--- config.mk ---
export PLATFORM = sky130hd
export DESIGN_NAME = cpu_mem_arbiter
export DESIGN_NICKNAME = d
export VERILOG_FILES = /design/src/rtl/cpu_mem_arbiter_pkg.sv /design/src/rtl/cpu_mem_arbiter_rr_arbiter2.sv /design/src/rtl/cpu_mem_arbiter.sv
export SDC_FILE = /design/constraint.sdc
export NUM_CORES = 1
export LEC_CHECK = 0
export ABC_AREA = 1
export BUFFER_PORTS_ARGS = -buffer_cell sky130_fd_sc_hd__buf_2
export CAP_MARGIN = 20
export CORE_ASPECT_RATIO = 1.2
export CORE_MARGIN = 2
export CORE_UTILIZATION = 30
export DETAILED_ROUTE_END_ITERATION = 12
export SYNTH_ARGS = -nofsm -noshare
export SYNTH_HDL_FRONTEND = slang
export SYNTH_HIERARCHICAL = 1
export SYNTH_SLANG_ARGS = --single-unit
--- constraint.sdc ---
create_clock -name clk -period 1.9 [get_ports clk]
set_clock_uncertainty 0.15 [all_clocks]
set_input_delay 0 -clock clk [delete_from_list [all_inputs] [get_ports clk]]
set_output_delay 0 -clock clk [all_outputs]
set_load 0.01 [all_outputs]
--- src/rtl/cpu_mem_arbiter_pkg.sv ---
// cpu_mem_arbiter_pkg: shared types for the I/D memory arbiter
package cpu_mem_arbiter_pkg;
  typedef enum logic [1:0] {IDLE, SERVE, RESP} arb_state_t;
  typedef enum logic {PORT_I, PORT_D} arb_port_t;
  typedef struct packed {
    logic        read;
    logic        write;
    logic [3:0]  be;
    logic [31:0] addr;
    logic [31:0] wdata;
  } mem_req_t;
endpackage

--- src/rtl/cpu_mem_arbiter_rr_arbiter2.sv ---
// rr_arbiter2: two-way round-robin grant between the I and D ports
module rr_arbiter2
  import cpu_mem_arbiter_pkg::*;
(
  input  logic      clk,
  input  logic      rst,
  input  logic      i_req_i,
  input  logic      i_req_d,
  input  logic      i_take,
  output arb_port_t o_grant,
  output logic      o_valid
);
  arb_port_t r_last;
  assign o_valid = i_req_i | i_req_d;
  assign o_grant = (i_req_i & i_req_d) ? ((r_last == PORT_I) ? PORT_D : PORT_I)
                                       : (i_req_d ? PORT_D : PORT_I);
  // remember the last port granted so a tie goes to the other one
  always_ff @(posedge clk or negedge rst)
    if (!rst) r_last <= PORT_I;
    else if (i_take && o_valid) r_last <= o_grant;
endmodule

--- src/rtl/cpu_mem_arbiter.sv ---
// cpu_mem_arbiter: round-robin I/D requester arbitration onto one physical memory port
module cpu_mem_arbiter
  import cpu_mem_arbiter_pkg::*;
#(
  parameter int TIMEOUT = 1024
)(
  input  logic        clk,
  input  logic        rst,
  input  logic        mem_read_i,
  input  logic        mem_write_i,
  input  logic [3:0]  mem_byte_enable_i,
  input  logic [31:0] mem_address_i,
  input  logic [31:0] mem_wdata_i,
  output logic        mem_resp_i,
  output logic [31:0] mem_rdata_i,
  input  logic        mem_read_d,
  input  logic        mem_write_d,
  input  logic [3:0]  mem_byte_enable_d,
  input  logic [31:0] mem_address_d,
  input  logic [31:0] mem_wdata_d,
  output logic        mem_resp_d,
  output logic [31:0] mem_rdata_d,
  output logic        pmem_read,
  output logic        pmem_write,
  output logic [3:0]  pmem_byte_enable,
  output logic [31:0] pmem_address,
  output logic [31:0] pmem_wdata,
  input  logic        pmem_resp,
  input  logic [31:0] pmem_rdata,
  output logic        proto_err,
  output logic        timeout_err
);
  localparam int CW = $clog2(TIMEOUT + 1);
  arb_state_t    r_state, w_next;
  arb_port_t     r_port, w_grant;
  mem_req_t      r_req, w_req_sel;
  logic          w_valid, w_idle, w_wait;
  logic [31:0]   r_rdata;
  logic [CW-1:0] r_cnt;
  logic          r_proto_err, r_timeout_err;
  assign w_idle = r_state == IDLE;
  assign w_wait = (r_state == SERVE) && !pmem_resp;
  rr_arbiter2 u_rr (
    .clk     (clk),
    .rst     (rst),
    .i_req_i (mem_read_i | mem_write_i),
    .i_req_d (mem_read_d | mem_write_d),
    .i_take  (w_idle),
    .o_grant (w_grant),
    .o_valid (w_valid)
  );
  // a simultaneous read+write is served as the write alone
  assign w_req_sel = (w_grant == PORT_D)
    ? {mem_read_d & ~mem_write_d, mem_write_d, mem_byte_enable_d, mem_address_d, mem_wdata_d}
    : {mem_read_i & ~mem_write_i, mem_write_i, mem_byte_enable_i, mem_address_i, mem_wdata_i};
  assign pmem_byte_enable = r_req.be;
  assign pmem_address     = r_req.addr;
  assign pmem_wdata       = r_req.wdata;
  assign proto_err        = r_proto_err;
  assign timeout_err      = r_timeout_err;
  // state register; async reset drops strobes and responses at once
  always_ff @(posedge clk or negedge rst)
    if (!rst) r_state <= IDLE;
    else r_state <= w_next;
  // next state plus strobe and response decode from the registered state
  always_comb begin
    w_next      = r_state;
    pmem_read   = 1'b0;
    pmem_write  = 1'b0;
    mem_resp_i  = 1'b0;
    mem_resp_d  = 1'b0;
    mem_rdata_i = '0;
    mem_rdata_d = '0;
    unique case (r_state)
      IDLE:  w_next = w_valid ? SERVE : IDLE;
      SERVE: begin
        w_next     = pmem_resp ? RESP : SERVE;
        pmem_read  = r_req.read;
        pmem_write = r_req.write;
      end
      RESP: begin
        w_next      = IDLE;
        mem_resp_i  = r_port == PORT_I;
        mem_resp_d  = r_port == PORT_D;
        mem_rdata_i = (r_port == PORT_I) ? r_rdata : '0;
        mem_rdata_d = (r_port == PORT_D) ? r_rdata : '0;
      end
      default: w_next = IDLE;
    endcase
  end
  // request latch, read-data capture, saturating wait counter and sticky flags
  always_ff @(posedge clk or negedge rst)
    if (!rst) begin
      r_req         <= '0;
      r_port        <= PORT_I;
      r_rdata       <= '0;
      r_cnt         <= '0;
      r_proto_err   <= 1'b0;
      r_timeout_err <= 1'b0;
    end else begin
      if (w_idle && w_valid) begin
        r_req  <= w_req_sel;
        r_port <= w_grant;
        r_cnt  <= '0;
      end
      if (w_idle && ((mem_read_i & mem_write_i) | (mem_read_d & mem_write_d))) r_proto_err <= 1'b1;
      if (r_state == SERVE && pmem_resp) r_rdata <= r_req.read ? pmem_rdata : '0;
      if (w_wait && r_cnt != CW'(TIMEOUT)) r_cnt <= r_cnt + 1'b1;
      if (w_wait && r_cnt == CW'(TIMEOUT - 1)) r_timeout_err <= 1'b1;
    end
endmodule

==> flow_metrics.env <==
export IMPL_status="finished, final reports clean"
export IMPL_period_needed_ns=1.83
export IMPL_netlist_area_um2=6320
export IMPL_row_count=58
export IMPL_synth_adder_area_share_pct=0.396
export IMPL_cts_root_buf="clkbuf_16"
export IMPL_grt_pass1_vias=6789
export IMPL_rsz0062_at_grt="no"
export IMPL_period_share_pct=96.3
export IMPL_crit_chain="nor2_2 > nand2_1 > buf_4 > nor2_1 > buf_2"
export IMPL_diodes=0
export IMPL_die_x_um=137
export IMPL_crit_required_ns=1.75
export IMPL_worst_slew_pin_slew_ns=0.441
export IMPL_grt_pass1_wl_mm=32.8
export IMPL_clk_latency_ns=0.40
export IMPL_worstPathArrival_ns=1.68
export IMPL_met3_length_mm=1.26
export IMPL_synth_net_count=993
export IMPL_post_dp_hpwl_mm=13.4
export IMPL_wl_met2_mm=10.9
export IMPL_setup_viol=0
export IMPL_drt_iter0_markers=289
export IMPL_wl_met1_mm=8.60
export IMPL_io_buffers=312
export IMPL_critPathMaxFanout=33
export IMPL_die_area_um2=22300
export IMPL_dr_max_layer_used="met4"
export IMPL_synth_top_family_by_area="simple AND/OR/NAND/NOR gates"
export IMPL_cts_sinks=119
export IMPL_path_clk_slew_ns=0.06
export IMPL_drv_slew=0
export IMPL_vias_per_cell=4.54
export IMPL_cts_setup_buffers=0
export IMPL_power_density_nw_per_um2=1300
export IMPL_io_pins=313
export IMPL_syn_inst=816
export IMPL_clk_path_buf_depth=2
export IMPL_hold_path_class="input pin to register"
export IMPL_drive_above_1_share_pct=30.4
export IMPL_initial_core_util_pct=30.3
export IMPL_maxCapViolCount=0
export IMPL_synth_mux_area_fraction_pct=0
export IMPL_area_growth_synth_to_final_pct=59.3
export IMPL_synth_compound_area_share_pct=9.98
export IMPL_drcViolationCount=0
export IMPL_fmax_mhz=547
export IMPL_yosysTopAreaCell="dfrtp_1"
export IMPL_crit_family="flip-flops"
export IMPL_coreArea_um2=20800
export IMPL_cts_tree="built"
export IMPL_irDropWorstVdd_mv=0.639
export IMPL_netlist_area_leader_share_pct=47.1
export IMPL_finalPower_w=0.0131
export IMPL_fp_dieH_um=163
export IMPL_nets=1403
export IMPL_yosys_area_share_simple_pct=25.7
export IMPL_crit_buf_inv=2
export IMPL_start_kind="register"
export IMPL_n_fill_cell=1990
export IMPL_synth_xor_area_share_pct=0.554
export IMPL_ys_top_cells_by_area="dfrtp_1 (47%), nand2_1 (11%), nor2_1 (8.9%)"
export IMPL_worst_path_max_delay_cell="dfrtp_1"
export IMPL_drt_wl_total_mm=21.4
export IMPL_yosysSeqAreaShare_pct=47.1
export IMPL_synth_cell_types=27
export IMPL_place_gp_congestion=0.820
export IMPL_drtAntennaViolNets=0
export IMPL_dr_pass1_iters=4
export IMPL_vias=6856
export IMPL_grt_ovfl_total=0
export IMPL_antenna_found_initial=0
export IMPL_p_leak_nw=5.03
export IMPL_endpoint_kind="primary output"
export IMPL_maxSlewHeadroom_pct=70.5
export IMPL_finalSetupTns_ns=0
export IMPL_hold_viol=0
export IMPL_cts_buffers=17
export IMPL_ys_seq_elements=119
export IMPL_syn_avg_cell_area_um2=7.75
export IMPL_grt_use_total_pct=18.8
export IMPL_slowest_delay_ns=0.45
export IMPL_htreeDepth=4
export IMPL_yosysWarnings=6
export IMPL_path_class="register to primary output"
export IMPL_grt_max_degree=68
export IMPL_wl_per_cell_um=14.2
-- worst min-delay path: cells and delay by family --
family                 cells  cell delay [ns]
buffers and inverters      2             0.60
and+or+nand+nor            1             0.06
AOI/OAI and AO/OA          1             0.06
-- cells in the final DEF, fill, tap and decap left out, types with 3 or more instances in the layout --
master / netlist / routed
clkinv_4: 0 / 3
nor2_4: 1 / 3
inv_1: 56 / 56
a31oi_1: 69 / 69
dfrtp_1: 119 / 119
inv_6: 0 / 4
dlygate4sd3_1: 0 / 178
buf_4: 72 / 12
xor2_1: 3 / 3
o21ai_0: 33 / 33
buf_2: 23 / 311
o21ai_1: 3 / 3
clkinvlp_4: 0 / 3
nand3_1: 55 / 55
nor2_2: 3 / 4
nor2_1: 150 / 147
buf_12: 0 / 8
clkbuf_16: 0 / 17
nand2_1: 189 / 189
-- flip-flops by register name, indices dropped and copies added (netlist names) --
name / count
pmem_address: 32
pmem_wdata: 32
r_rdata: 32
r_cnt: 11
pmem_byte_enable: 4
r_req: 2
r_state: 2
proto_err: 1
r_port: 1
timeout_err: 1
u_rr/r_last: 1
-- final timing paths --
kind / startpoint / endpoint / slack, ns / cells past startpoint
worst max-delay path: r_state[0] / mem_rdata_d[19] / 0.07 / 5
worst min-delay path: pmem_rdata[4] / r_rdata[4] / 0.21 / 4
worst max register to register: u_rr/r_last / r_req[69] / 0.17 / 6
worst min register to register: proto_err / proto_err / 0.30 / 1
max in group asynchronous: rst / pmem_wdata[25] / 0.21 / 5
min in group asynchronous: rst / r_rdata[31] / 0.50 / 4
-- cells in the mapped netlist --
master	n
nand2_1	189
nor2_1	150
dfrtp_1	119
buf_4	72
a31oi_1	69
inv_1	56
nand3_1	55
o21ai_0	33
buf_2	23
clkbuf_1	15
buf_6	8
inv_2	4
nor2_2	3
o21ai_1	3
xor2_1	3
ha_1	2
nand4_1	2
a21o_1	1
a21oi_1	1
and2_1	1
nand2_2	1
nand2_4	1
nor2_4	1
nor3_1	1
o22ai_1	1
or2_1	1
xnor2_1	1
-- logic make-up after synthesis --
| kind of cell | after synthesis |
|---|---|
| AOI/OAI and AO/OA | 108 |
| xor gates and xnor gates | 4 |
| adders and majority gates | 2 |
| buffers and inverters | 178 |
| DFF | 119 |
| and+or+nand+nor | 405 |
-- stage by stage --
stage          std cells  setup slack, ns  hold WS [ns]  cell area, µm²  utilization (%)
4_1_cts             1509          0.00179         0.202           10100             48.3
3_5_place_dp        1299            0.210        -0.120            7670             36.8
6_report            1509           0.0705         0.210           10100             48.4
5_1_grt             1509          0.00720         0.232           10100             48.4
3_3_place_gp        1299            0.256        -0.113            7670             36.8
2_1_floorplan        816            0.424        -0.446            6320                -
-- layer usage --
layer	GRT usage (%)	vias up
met4	8.76	0
met2	34.2	292
met5	0	-
met3	4.25	50
met1	20.5	3157
li1	-	3357
-- layout make-up --
| cell class | instances | area [µm²] | share of cell area (%) |
|---|---|---|---|
| Multi-Input combinational cell | 519 | 2340 | 23.2 |
| Sequential cell | 119 | 2980 | 29.6 |
| Timing Repair Buffer | 509 | 3590 | 35.6 |
| Clock inverter | 13 | 145 | 1.44 |
| Tap cell | 270 | 338 | 3.35 |
| Clock buffer | 19 | 453 | 4.50 |
| Inverter | 60 | 233 | 2.31 |
-- where the power goes --
group	total [W]	internal (W)	switching (W)	leakage, nW
Sequential	0.00426	0.00370	0.000561	1.42
Clock	0.00325	0.00201	0.00123	0.286
Combinational	0.00556	0.00216	0.00340	3.32
-- timing repair --
| action | in CTS | in global routing |
|---|---|---|
| resized for setup | 1 | 5 |
| hold buffers | 178 | 0 |
| pin swaps | 0 | 1 |
| setup endpoints to repair | 5 | 26 |
| hold endpoints to repair | 228 | 0 |
(Power assumes the default switching activity.)
